File: src/rtl/fetch_unit_32.sv
// Instruction fetch stage: owns the PC, fetches words over a req/ack handshake,
// holds the fetched instruction for decode and selects the next PC at retire.
module fetch_unit_32 #(
  parameter logic [31:0] RESET_PC = 32'h0000_0000,
  parameter logic [7:0]  TIMEOUT  = 8'd255
) (
  input  logic        clk,
  input  logic        rst,
  output logic        imem_req,
  output logic [31:0] imem_addr,
  input  logic        imem_ack,
  input  logic [31:0] imem_rdata,
  output logic [31:0] instr,
  output logic [5:0]  opcode,
  output logic        instr_valid,
  output logic [31:0] pc,
  output logic [31:0] pc_plus4,
  input  logic        stall,
  input  logic        branch_taken,
  input  logic [31:0] branch_target,
  input  logic [1:0]  jump_sel,
  input  logic [31:0] jr_target,
  output logic        err_misaligned,
  output logic        err_imem_timeout
);

  typedef enum logic [1:0] {
    S_FETCH = 2'd0,
    S_WAIT  = 2'd1,
    S_HOLD  = 2'd2,
    S_DRAIN = 2'd3
  } state_e;

  state_e      state_q, state_d;
  logic [31:0] pc_q, pc_d;
  logic        req_q, req_d;
  logic [31:0] addr_q, addr_d;
  logic [31:0] instr_q, instr_d;
  logic        valid_q, valid_d;
  logic        err_mis_q, err_mis_d;
  logic        err_to_q, err_to_d;
  logic [7:0]  timer_q, timer_d;

  logic [31:0] pc_plus4_s;
  logic [31:0] next_pc_s;
  logic [7:0]  timer_inc_s;

  assign pc_plus4_s  = pc_q + 32'd4;
  assign timer_inc_s = timer_q + 8'd1;

  // Next-PC selection in priority order: jr, j/jal, taken branch, sequential.
  always_comb begin
    next_pc_s = pc_plus4_s;
    case (jump_sel)
      2'b10:   next_pc_s = jr_target;
      2'b01:   next_pc_s = {pc_plus4_s[31:28], instr_q[25:0], 2'b00};
      default: begin
        if (branch_taken) begin
          next_pc_s = branch_target;
        end else begin
          next_pc_s = pc_plus4_s;
        end
      end
    endcase
  end

  // Fetch FSM next-state and datapath updates; everything holds by default.
  always_comb begin
    state_d   = state_q;
    pc_d      = pc_q;
    req_d     = req_q;
    addr_d    = addr_q;
    instr_d   = instr_q;
    valid_d   = valid_q;
    err_mis_d = err_mis_q;
    err_to_d  = err_to_q;
    timer_d   = timer_q;
    case (state_q)
      S_FETCH: begin
        req_d   = 1'b1;
        addr_d  = pc_q;
        timer_d = 8'd0;
        state_d = S_WAIT;
      end
      S_WAIT: begin
        if (imem_ack) begin
          instr_d = imem_rdata;
          req_d   = 1'b0;
          valid_d = 1'b1;
          state_d = S_HOLD;
        end else begin
          timer_d = timer_inc_s;
          // Abandon the request but remember an ack is still owed.
          if ((TIMEOUT != 8'd0) && (timer_inc_s == TIMEOUT)) begin
            err_to_d = 1'b1;
            req_d    = 1'b0;
            state_d  = S_DRAIN;
          end else begin
            state_d = S_WAIT;
          end
        end
      end
      S_HOLD: begin
        if (!stall) begin
          if (next_pc_s[1:0] != 2'b00) begin
            err_mis_d = 1'b1;
          end else begin
            err_mis_d = err_mis_q;
          end
          pc_d    = next_pc_s & 32'hFFFF_FFFC;
          valid_d = 1'b0;
          state_d = S_FETCH;
        end else begin
          state_d = S_HOLD;
        end
      end
      S_DRAIN: begin
        if (imem_ack) begin
          state_d = S_FETCH;
        end else begin
          state_d = S_DRAIN;
        end
      end
      default: begin
        req_d   = 1'b0;
        valid_d = 1'b0;
        state_d = S_FETCH;
      end
    endcase
  end

  // State register with synchronous reset.
  always_ff @(posedge clk) begin
    if (rst) begin
      state_q   <= S_FETCH;
      pc_q      <= RESET_PC;
      req_q     <= 1'b0;
      addr_q    <= RESET_PC;
      instr_q   <= 32'd0;
      valid_q   <= 1'b0;
      err_mis_q <= 1'b0;
      err_to_q  <= 1'b0;
      timer_q   <= 8'd0;
    end else begin
      state_q   <= state_d;
      pc_q      <= pc_d;
      req_q     <= req_d;
      addr_q    <= addr_d;
      instr_q   <= instr_d;
      valid_q   <= valid_d;
      err_mis_q <= err_mis_d;
      err_to_q  <= err_to_d;
      timer_q   <= timer_d;
    end
  end

  assign imem_req         = req_q;
  assign imem_addr        = addr_q;
  assign instr            = instr_q;
  assign opcode           = instr_q[31:26];
  assign instr_valid      = valid_q;
  assign pc               = pc_q;
  assign pc_plus4         = pc_plus4_s;
  assign err_misaligned   = err_mis_q;
  assign err_imem_timeout = err_to_q;

endmodule

File: config.mk
export PLATFORM = sky130hd
export DESIGN_NAME = fetch_unit_32
export DESIGN_NICKNAME = d
export VERILOG_FILES = /design/src/rtl/fetch_unit_32.sv
export SDC_FILE = /design/constraint.sdc
export NUM_CORES = 1
export LEC_CHECK = 0
export ABC_AREA = 1
export CAP_MARGIN = 20
export CORE_UTILIZATION = 40
export DETAILED_ROUTE_END_ITERATION = 8
export GPL_TIMING_DRIVEN = 0
export PLACE_DENSITY_LB_ADDON = 0.05
export SLEW_MARGIN = 25
export SYNTH_ARGS = -nofsm -noshare
export SYNTH_HDL_FRONTEND = slang
export SYNTH_SLANG_ARGS = --single-unit
export TNS_END_PERCENT = 20
File: constraint.sdc
create_clock -name clk -period 1.7 [get_ports clk]
set_input_delay 0.34 -clock clk [delete_from_list [all_inputs] [get_ports clk]]
set_output_delay 0.34 -clock clk [all_outputs]
set_load 0.02 [all_outputs]
==> out/metrics.csv <==
metric,value,unit
Yosys warnings,0,
achievable frequency,456,MHz
Worst Tran Pin Value,0.656,ns
via count,7057,
core area,13800,µm²
Flop pwr share,0.402,
Chip Height,121,µm
Power Internal,4.81,mW
Yosys reg bits,106,
Rel. slew slack,0.563,
fillers,1172,
run status,"complete, but fails checks",
layout cells sized above 1,0.247,
Final ANT Viol Nets,0,
maximum VDD drop,0.000407,V
HPWL after DPL,16.7,mm
Initial Util,0.407,
max-slew violation count,0,
crit-path cells,ha_4 -> nand2_4 -> nor2_4 -> nand2_4 -> nor3_4 -> xor2_2 -> buf_6,
Non-Filler Instances,1340,
Hold Path Sink,timer_q[1]$_SDFFE_PP0P_,
clk buf depth,2,
vias in the first global route,6554,
switching part of the total power,0.297,
reg-to-reg endpoint,pc[25]$_SDFFE_PP0P_,
diode count,0,
nets,1263,
CTS Buf Count,9,
PwrDens,703,nW/µm²
clock group share of total power,0.344,
Tightest Hold Check Type,primary input to flip-flop,
gpl congestion,0.902,
Hold Startpoint,rst,
Top Ports,241,
Final Skew,0.0101,ns
Worst path most repeated cell,nand2_4,
maximum capacitance violations,0,
Final Cell Area,9720,µm²
Port Buf Inserts,233,
crit path time final,2.19,ns
Yosys cell types,39,
R2R Setup Slk,-0.29,ns
Hold WS,0.408,ns
Post-route DRC,0,
Synth-to-Final Area Change,72.5,%
worst reg2reg startpoint,pc[11]$_SDFFE_PP0P_,
CTS tree,yes,
kind of critical path,flip-flop to output pin,
clock tree sinks,106,
"Slowest-stage cell, CP",dfxtp_4,
first-pass GRT wire length,34.2,mm
met3 Track Usage GR,0.0608,
final critical-path setup slack,-0.493,ns
dpl cell area,8270,µm²
initial antenna violation count,0,
largest net degree at the start of global routing,17,
clock slew at reported path FFs,0.07,ns
synthesized area per cell,6.67,µm²
LEAKAGE,4.53,nW
Worst EP required,1.36,ns
grt met1 use,0.358,
Setup-failing EPs final,31,
CTS root buffer,clkbuf_16,
Cells on Worst Hold Path,2,
Initial DRC Count,510,
Placed Cells,1263,
kind of cell adding the most delay to the critical path,simple AND/OR/NAND/NOR gates,
Critical Path AT,1.85,ns
part of the cycle the worst path needs,1.29,
Combinational Power Share,0.254,
Pwr Total,6.84,mW
Worst Setup End Kind,output pin,
crit start category,flip-flop,
CTS H-tree lvls,3,
failing checks,negative setup slack,
GRT Total Usage,0.307,
met2 Track Usage GR,0.542,
R2R depth,15,
Post-Syn Instances,845,
Sw Pwr,2.03,mW
Site Rows,43,
Final Hold Fails,0,
crit-path max cell delay,0.38,ns
worst-skew pair later-pin latency,0.36,ns
die area,14600,µm²
CP Buf/Inv Count,1,
total grt overflow,0,
"Seq/Total Area, Yosys",0.377,
gr busiest metal,met2,
wire per inst,17.3,µm
mean number of vias per cell,5.27,
chip width,121,µm
DR pass1 iterations,5,
RSZ-0062 raised after global routing,true,
worst-path fanout max,5,
final wirelength,23.2,mm
Netlist Area Pre-Place,5630,µm²
cell usage after synthesis:
cell type  number  share of area
a221oi_1        4         0.0062
a31oi_1         1         0.0011
nor3_2          1         0.0018
o21ai_0       120           0.11
xor2_2          1         0.0029
xor2_1         14          0.022
clkbuf_1       37          0.025
inv_2           1        0.00067
xnor2_1         4         0.0062
nand2_1       160           0.11
nand4_1         2         0.0022
nor3b_1         1         0.0013
conb_1          1        0.00067
nor2_1        120          0.080
and3_1          1         0.0011
nand2_4         1         0.0020
buf_4          12          0.016
buf_1           3         0.0020
o21ai_1         4         0.0036
o211ai_1        1         0.0013
nand3b_1        2         0.0027
a311oi_1        1         0.0016
clkinv_1        2         0.0013
a22oi_1         2         0.0027
nand2_2         5         0.0056
nor2_4          9          0.018
nand3_1        38          0.034
nor3_1          1        0.00089
and2_1          1         0.0011
buf_2           4         0.0036
inv_1          58          0.039
buf_6           1         0.0020
ha_1            5          0.011
nor3_4          1         0.0029
clkbuf_8        1         0.0024
nor2_2          4         0.0044
clkbuf_2        1        0.00089
dfxtp_1       106           0.38
a21oi_1       114           0.10
worst max-delay path by stage:
stage                         endpoint  cells past startpoint           startpoint
after floorplan           pc_plus4[27]                      5   pc[4]$_SDFFE_PP0P_
after global placement    pc_plus4[27]                      6   pc[4]$_SDFFE_PP0P_
after detailed placement  pc_plus4[31]                      8  pc[12]$_SDFFE_PP0P_
after CTS                 pc_plus4[26]                      7   pc[3]$_SDFFE_PP0P_
after global routing      pc_plus4[26]                      7   pc[3]$_SDFFE_PP0P_
final                     pc_plus4[26]                      7   pc[3]$_SDFFE_PP0P_
worst register-to-register path, delay by kind of cell, from the launching register on:
| family | cells | cell delay (ns) |
|---|---|---|
| buffers and inverters | 7 | 0.66 |
| AO/OA/AOI/OAI | 1 | 0.05 |
| flip-flops | 1 | 0.38 |
| AND/OR/NAND/NOR | 7 | 0.80 |
kinds of logic after synthesis:
kind of cell    count (synthesis)  share of synthesized area
buf+inv                       120                     0.0922
xor+xnor                       19                     0.0309
other cells                     1                   0.000666
flops                         106                      0.377
compound gates                247                      0.224
simple gates                  347                      0.264
fa+ha+maj                       5                     0.0111
placed cells by master, fill, tap and decap left out, types with 35 or more instances in the layout:
cell type,instances
o21ai_0,112
nand3_1,35
dfxtp_1,77
dlymetal6s2s_1,38
clkdlybuf4s50_1,159
a21oi_1,105
inv_1,55
buf_4,77
nand2_1,130
nor2_1,99
per-stage QoR:
stage / worst slack, ns / TNS (ns) / util
finish: -0.493 / -9.58 / 0.703
CTS: -0.456 / -19.42 / 0.665
detailed placement: -0.658 / -42.70 / 0.598
global placement: -0.673 / -41.61 / 0.598
floorplan: -0.101 / -0.197 / -
global route: -0.513 / -12.45 / 0.703
state kept, by name (all words and copies together), names as in the netlist:
register / count
state_q: 2
instr: 32
imem_addr: 30
timer_q: 8
pc: 30
imem_req: 1
err_imem_timeout: 1
instr_valid: 1
err_misaligned: 1
power by group through the flow:
stage | combinational, mW | sequential [mW] | clock [mW]
2_1_floorplan | 0.599 | 2.98 | 0
3_3_place_gp | 1.57 | 2.82 | 0
3_5_place_dp | 1.58 | 2.82 | 0
4_1_cts | 1.65 | 2.74 | 2.38
5_1_grt | 1.86 | 2.77 | 2.48
6_report | 1.74 | 2.75 | 2.35
routing by layer:
| metal | up-vias | routed length (µm) |
|---|---|---|
| li1 | 3374 | - |
| met1 | 3277 | 9020 |
| met2 | 343 | 11500 |
| met3 | 63 | 1780 |
| met4 | 0 | 977 |
| met5 | - | 0 |
layout make-up:
| cell class | instances | area, µm² | share of cell area |
|---|---|---|---|
| Sequential cell | 106 | 2220 | 0.228 |
| Timing Repair Buffer | 294 | 2900 | 0.299 |
| Multi-Input combinational cell | 624 | 3460 | 0.356 |
| Inverter | 61 | 235 | 0.0242 |
| Tap cell | 180 | 225 | 0.0232 |
| Buffer | 59 | 347 | 0.0357 |
| Clock inverter | 4 | 71.3 | 0.00734 |
| Clock buffer | 12 | 258 | 0.0265 |
what timing repair did:
item / in CTS / in global routing
resized for setup: 224 / 196
hold buffers: 0 / 0
setup endpoints to repair: 122 / 177
setup buffers: 48 / 15
pin swaps: 35 / 36
Power figures use the tool's default switching activity.
